==> src/rtl/b01_pkg.sv <==
// Shared types for the b01 serial driver: controller states and the peer's
// state encoding, so monitors can name the b01 `stato` values.
package b01_pkg;

    typedef enum logic [1:0] {
        ST_IDLE,
        ST_SHIFT,
        ST_DRAIN,
        ST_DONE
    } drv_state_e;

    localparam logic [2:0] B01_A   = 3'b000;
    localparam logic [2:0] B01_B   = 3'b001;
    localparam logic [2:0] B01_C   = 3'b010;
    localparam logic [2:0] B01_E   = 3'b011;
    localparam logic [2:0] B01_F   = 3'b100;
    localparam logic [2:0] B01_G   = 3'b101;
    localparam logic [2:0] B01_WF0 = 3'b110;
    localparam logic [2:0] B01_WF1 = 3'b111;

endpackage

==> src/rtl/b01_serial_driver_shifter.sv <==
// Parallel-load, LSB-first serializer. The output bit is a register so the
// serial line changes only on clock edges; it returns to 0 when not shifting.
module serial_shifter
    import b01_pkg::*;
#(
    parameter int WIDTH = 8
) (
    input  logic             clock,
    input  logic             reset,
    input  logic             load_i,
    input  logic             shift_i,
    input  logic [WIDTH-1:0] data_i,
    output logic             bit_o
);

    logic [WIDTH-1:0] sr_q;
    logic             bit_q;

    always_ff @(posedge clock) begin
        if (reset) begin
            sr_q  <= '0;
            bit_q <= 1'b0;
        end else if (load_i) begin
            sr_q  <= data_i >> 1;
            bit_q <= data_i[0];
        end else if (shift_i) begin
            sr_q  <= sr_q >> 1;
            bit_q <= sr_q[0];
        end else begin
            bit_q <= 1'b0;
        end
    end

    assign bit_o = bit_q;

endmodule

==> src/rtl/b01_serial_driver.sv <==
// Drives one operand pair LSB-first into a b01 peer and gathers its outp /
// overflw responses into a parallel result. WIDTH >= 1, CAP_DLY >= 1.
module b01_serial_driver
    import b01_pkg::*;
#(
    parameter int WIDTH   = 8,
    parameter int CAP_DLY = 1
) (
    input  logic             clock,
    input  logic             reset,
    input  logic             in_valid,
    output logic             in_ready,
    input  logic [WIDTH-1:0] in_a,
    input  logic [WIDTH-1:0] in_b,
    output logic             line1,
    output logic             line2,
    output logic             dut_reset,
    input  logic             outp_in,
    input  logic             overflw_in,
    output logic             res_valid,
    output logic [WIDTH-1:0] res_data,
    output logic             res_ovf
);

    localparam int            CW         = $clog2(WIDTH + CAP_DLY) + 1;
    localparam logic [CW-1:0] SHIFT_LAST = CW'(WIDTH - 1);
    localparam logic [CW-1:0] WORD_LAST  = CW'(WIDTH + CAP_DLY - 1);
    localparam logic [CW-1:0] FIRST_SMP  = CW'(CAP_DLY);

    drv_state_e       state_q;
    logic [CW-1:0]    cnt_q;
    logic [WIDTH-1:0] cap_q, cap_d;
    logic [WIDTH-1:0] res_data_q;
    logic             ovf_q, ovf_d;
    logic             in_ready_q, dut_reset_q, res_valid_q, res_ovf_q;
    logic             accept, shift_en, sample_en;

    // cnt_q counts cycles since accept; the response to bit k lands at cnt_q = k + CAP_DLY.
    assign accept    = (state_q == ST_IDLE) && in_valid && in_ready_q;
    assign shift_en  = (state_q == ST_SHIFT) && (cnt_q < SHIFT_LAST);
    assign sample_en = ((state_q == ST_SHIFT) || (state_q == ST_DRAIN)) && (cnt_q >= FIRST_SMP);

    always_comb begin
        cap_d          = cap_q >> 1;
        cap_d[WIDTH-1] = outp_in;
        ovf_d          = ovf_q | overflw_in;
    end

    serial_shifter #(.WIDTH(WIDTH)) u_sh_a (
        .clock   (clock),
        .reset   (reset),
        .load_i  (accept),
        .shift_i (shift_en),
        .data_i  (in_a),
        .bit_o   (line1)
    );

    serial_shifter #(.WIDTH(WIDTH)) u_sh_b (
        .clock   (clock),
        .reset   (reset),
        .load_i  (accept),
        .shift_i (shift_en),
        .data_i  (in_b),
        .bit_o   (line2)
    );

    always_ff @(posedge clock) begin
        if (reset) begin
            state_q     <= ST_IDLE;
            cnt_q       <= '0;
            cap_q       <= '0;
            ovf_q       <= 1'b0;
            in_ready_q  <= 1'b0;
            dut_reset_q <= 1'b1;
            res_valid_q <= 1'b0;
            res_data_q  <= '0;
            res_ovf_q   <= 1'b0;
        end else begin
            res_valid_q <= 1'b0;
            case (state_q)
                ST_IDLE: begin
                    in_ready_q  <= 1'b1;
                    dut_reset_q <= 1'b1;
                    if (accept) begin
                        state_q     <= ST_SHIFT;
                        cnt_q       <= '0;
                        cap_q       <= '0;
                        ovf_q       <= 1'b0;
                        in_ready_q  <= 1'b0;
                        dut_reset_q <= 1'b0;
                    end
                end
                ST_SHIFT, ST_DRAIN: begin
                    cnt_q <= cnt_q + 1'b1;
                    if (sample_en) begin
                        cap_q <= cap_d;
                        ovf_q <= ovf_d;
                    end
                    // The last sample is taken on the same edge that enters DONE.
                    if (cnt_q == WORD_LAST) begin
                        state_q     <= ST_DONE;
                        res_valid_q <= 1'b1;
                        dut_reset_q <= 1'b1;
                        res_data_q  <= cap_d;
                        res_ovf_q   <= ovf_d;
                    end else if (cnt_q == SHIFT_LAST) begin
                        state_q <= ST_DRAIN;
                    end
                end
                ST_DONE: begin
                    state_q    <= ST_IDLE;
                    in_ready_q <= 1'b1;
                end
                default: state_q <= ST_IDLE;
            endcase
        end
    end

    assign in_ready  = in_ready_q;
    assign dut_reset = dut_reset_q;
    assign res_valid = res_valid_q;
    assign res_data  = res_data_q;
    assign res_ovf   = res_ovf_q;

endmodule

==> config.mk <==
export PLATFORM = sky130hd
export DESIGN_NAME = b01_serial_driver
export DESIGN_NICKNAME = d
export VERILOG_FILES = /design/src/rtl/b01_pkg.sv /design/src/rtl/b01_serial_driver_shifter.sv /design/src/rtl/b01_serial_driver.sv
export SDC_FILE = /design/constraint.sdc
export NUM_CORES = 1
export LEC_CHECK = 0
export CAP_MARGIN = 20
export CORE_MARGIN = 2
export CORE_UTILIZATION = 51
export DETAILED_ROUTE_END_ITERATION = 10
export PLACE_DENSITY = 0.82
export REMOVE_ABC_BUFFERS = 1
export SYNTH_ARGS = -nofsm -noshare
export SYNTH_HDL_FRONTEND = slang
export SYNTH_SLANG_ARGS = --single-unit
==> constraint.sdc <==
create_clock -name clock -period 2 [get_ports clock]
set_input_delay 0.4 -clock clock [delete_from_list [all_inputs] [get_ports clock]]
set_output_delay 0.4 -clock clock [all_outputs]
set_load 0.01 [all_outputs]
==> results.cfg <==
[synth]
syn-cell-area_sq_mm = 0.001889
syn_inst = 219
synth.top_cells.by_area = dfxtp_1, a21oi_1, mux2i_1, nand2_1, ha_1
synth_top_area_cell = dfxtp_1
syn_avg_cell_area_sq_um = 8.627
synthArstFlopShare_pct = 0
ys_ff_latch = 43
synthFlopType = dfxtp_1
ys_types = 31
yosys.area.top_type_share_pct = 45.56
yosysSeqAreaShare_pct = 45.56
synth_edf_count = 0
synth_warnings = 0

[detailed_routing]
final_antenna_net_count = 0
dr.pass1.iters = 4
drc_errors = 0
routedWlPerCell_um = 12.80
first_iter_violations = 70
vias = 1617
avgViaCountPerCell = 5.302
wl_um = 3905

[timing]
clock_skew_ns = 0.007717
tightest_slew_ns = 0.5324
slew_headroom_pct = 64.41
min_period_ns = 1.739
rsz0062_at_grt = no
setup_tns_ns = 0
finalCritPeriodShare_pct = 86.93
finalHoldViolCount = 0
setup_viol = 0
slew_viol_final = 0
holdWs_ns = 0.4519
fmax_ghz = 0.5752

[clocking]
numCtsBuffers = 5
htree_num_levels = 2
clk_pin_slew_ns = 0.08
cts.sinks = 43
clock_latency_ns = 0.29
cts_root_buf = clkbuf_8
clockBufferDepth = 2
cts_tree = built

[setup_path]
critPathMaxFanout = 11
end_kind = flop
reg2reg_to = res_data[3]$_SDFFE_PP0P_
r2r_slack_ns = 0.26
reg2reg_depth = 7
start_kind = flop
setup.worst_path.class = reg -> reg
cp.required_ns = 2.19
reg2reg_from = state_q[1]$_SDFFE_PP0P_
arrival_ns = 1.93

[floorplanning]
row_count = 22
die_h_um = 64.87
die_w_um = 64.87
ioPinCount = 35
die_area_sq_mm = 0.004207
start_util_pct = 52.39
core_sq_mm = 0.003606

[pwr]
cellLeakagePower_nw = 0.8985
ir_worst_vdd_mv = 0.4530
power_density_mw_per_mm2 = 870.2
total_power_w = 0.002107

[layout]
area_growth_pct = 28.15
layout_commonest_cell = dfxtp_1
post-route-util_pct = 67.14
antennaDiodeCount = 0
drive_gt1_share_pct = 10.12
layout_common_cells = dfxtp_1, nand2_1, clkdlybuf4s50_1, a21oi_1
nets = 284
final_area_sq_mm = 0.002421

[placed_design]
portBuffers = 34
hpwl_um = 2637
dpl_cell_area_sq_mm = 0.002313
gp_congestion = 0.9163

[grt]
grt_max_degree = 23
antenna_found_initial = 0
grt.total_usage_pct = 19.75
grt_pass1_wl_um = 6451
gr-total-overflow = 0
grt_pass1_vias = 1457

[flow_run]
max-cap-violations = 0

[min_path]
whs_path_depth = 2
hp-class = reg -> reg
min-delay-start = u_sh_b.sr_q[4]$_SDFFE_PP0P_
holdPathEnd = u_sh_b.sr_q[4]$_SDFFE_PP0P_

[status]
status = finished, final reports clean
[timing repair]
| action | CTS | global route |
|---|---|---|
| resized for setup | 0 | 2 |
| hold endpoints to repair | 0 | 0 |
| hold buffers | 0 | 0 |
| buffers inserted | 0 | 0 |
| setup endpoints to repair | 0 | 10 |
[layer usage]
layer  wire length, um  up-vias  track usage, %
li1                  -      831               -
met1              1970      742           25.82
met2              1694       37           31.31
met3               190        7           5.556
met4                50        0           6.649
met5                 0        -               0
[sequential cells by signal, indices dropped and copies added, names as in the netlist]
| signal | flops |
|---|---|
| cap_q | 7 |
| cnt_q | 5 |
| dut_reset | 1 |
| in_ready | 1 |
| ovf_q | 1 |
| res_data | 8 |
| res_ovf | 1 |
| res_valid | 1 |
| state_q | 2 |
| u_sh_a.bit_o | 1 |
| u_sh_a.sr_q | 7 |
| u_sh_b.bit_o | 1 |
| u_sh_b.sr_q | 7 |
[worst max-delay path by stage]
stage | start | slack, ns | endpoint | cells after the start
2_1_floorplan | state_q[0]$_SDFFE_PP0P_ | 0.009 | res_data[0]$_SDFFE_PP0P_ | 6
3_3_place_gp | state_q[0]$_SDFFE_PP0P_ | 0.21 | cap_q[4]$_SDFFE_PP0P_ | 7
3_5_place_dp | state_q[0]$_SDFFE_PP0P_ | 0.19 | cap_q[4]$_SDFFE_PP0P_ | 7
4_1_cts | state_q[0]$_SDFFE_PP0P_ | 0.15 | cap_q[4]$_SDFFE_PP0P_ | 7
5_1_grt | state_q[1]$_SDFFE_PP0P_ | 0.06 | res_data[2]$_SDFFE_PP0P_ | 7
6_report | state_q[1]$_SDFFE_PP0P_ | 0.26 | res_data[3]$_SDFFE_PP0P_ | 7
[cell type report]
| type | instances | area [sq um] |
|---|---|---|
| clock inverter | 1 | 30.03 |
| tap | 48 | 60.06 |
| fill | 303 | 1185 |
| clock buffer | 6 | 72.57 |
| inverter | 6 | 22.52 |
| multi-input combinational | 156 | 952.2 |
| sequential | 43 | 860.8 |
| timing repair buffer | 45 | 422.9 |
[Yosys cell counts, types with 2 or more instances]
cell type,count
clkbuf_1,9
nand3_1,12
buf_2,4
ha_1,6
nand3b_1,2
a211oi_1,2
mux2i_1,16
dfxtp_1,43
xnor2_1,3
a21oi_1,32
o21ai_0,13
a21boi_0,2
nand2_1,34
nor3_1,3
inv_1,6
nor2_1,17
[where the power goes]
group,internal [W],switching (W),total [W]
combinational,0.000220,0.000268,0.000488
clock,0.000366,0.000282,0.000649
sequential,0.000924,0.0000463,0.000970
[critical path: stages, from the launching register on]
cell and delay (ns):
dfxtp_1 0.37, inv_1 0.08, ha_2 0.44, nand4b_1 0.15, nor2_1 0.11, buf_4 0.22
mux2i_1 0.21, nor2_1 0.05
[kinds of logic (layout without fill, tap and decap cells)]
group	after synthesis	after routing	synth area share (%)
multiplexers	16	16	8.477
AO/OA/AOI/OAI	56	56	17.88
buffers and inverters	20	58	4.304
AND/OR/NAND/NOR	75	75	18.41
adder cells (fa/ha/maj)	6	6	3.973
flip-flops	43	43	45.56
XOR/XNOR	3	3	1.391
[stage by stage]
step / cells / worst slack, ns
2_1_floorplan: 205 / 0.008836
4_1_cts: 305 / 0.1510
3_5_place_dp: 298 / 0.1911
5_1_grt: 305 / 0.05588
3_3_place_gp: 298 / 0.2109
6_report: 305 / 0.2615
Note: power is estimated with default switching activity, not from simulation.
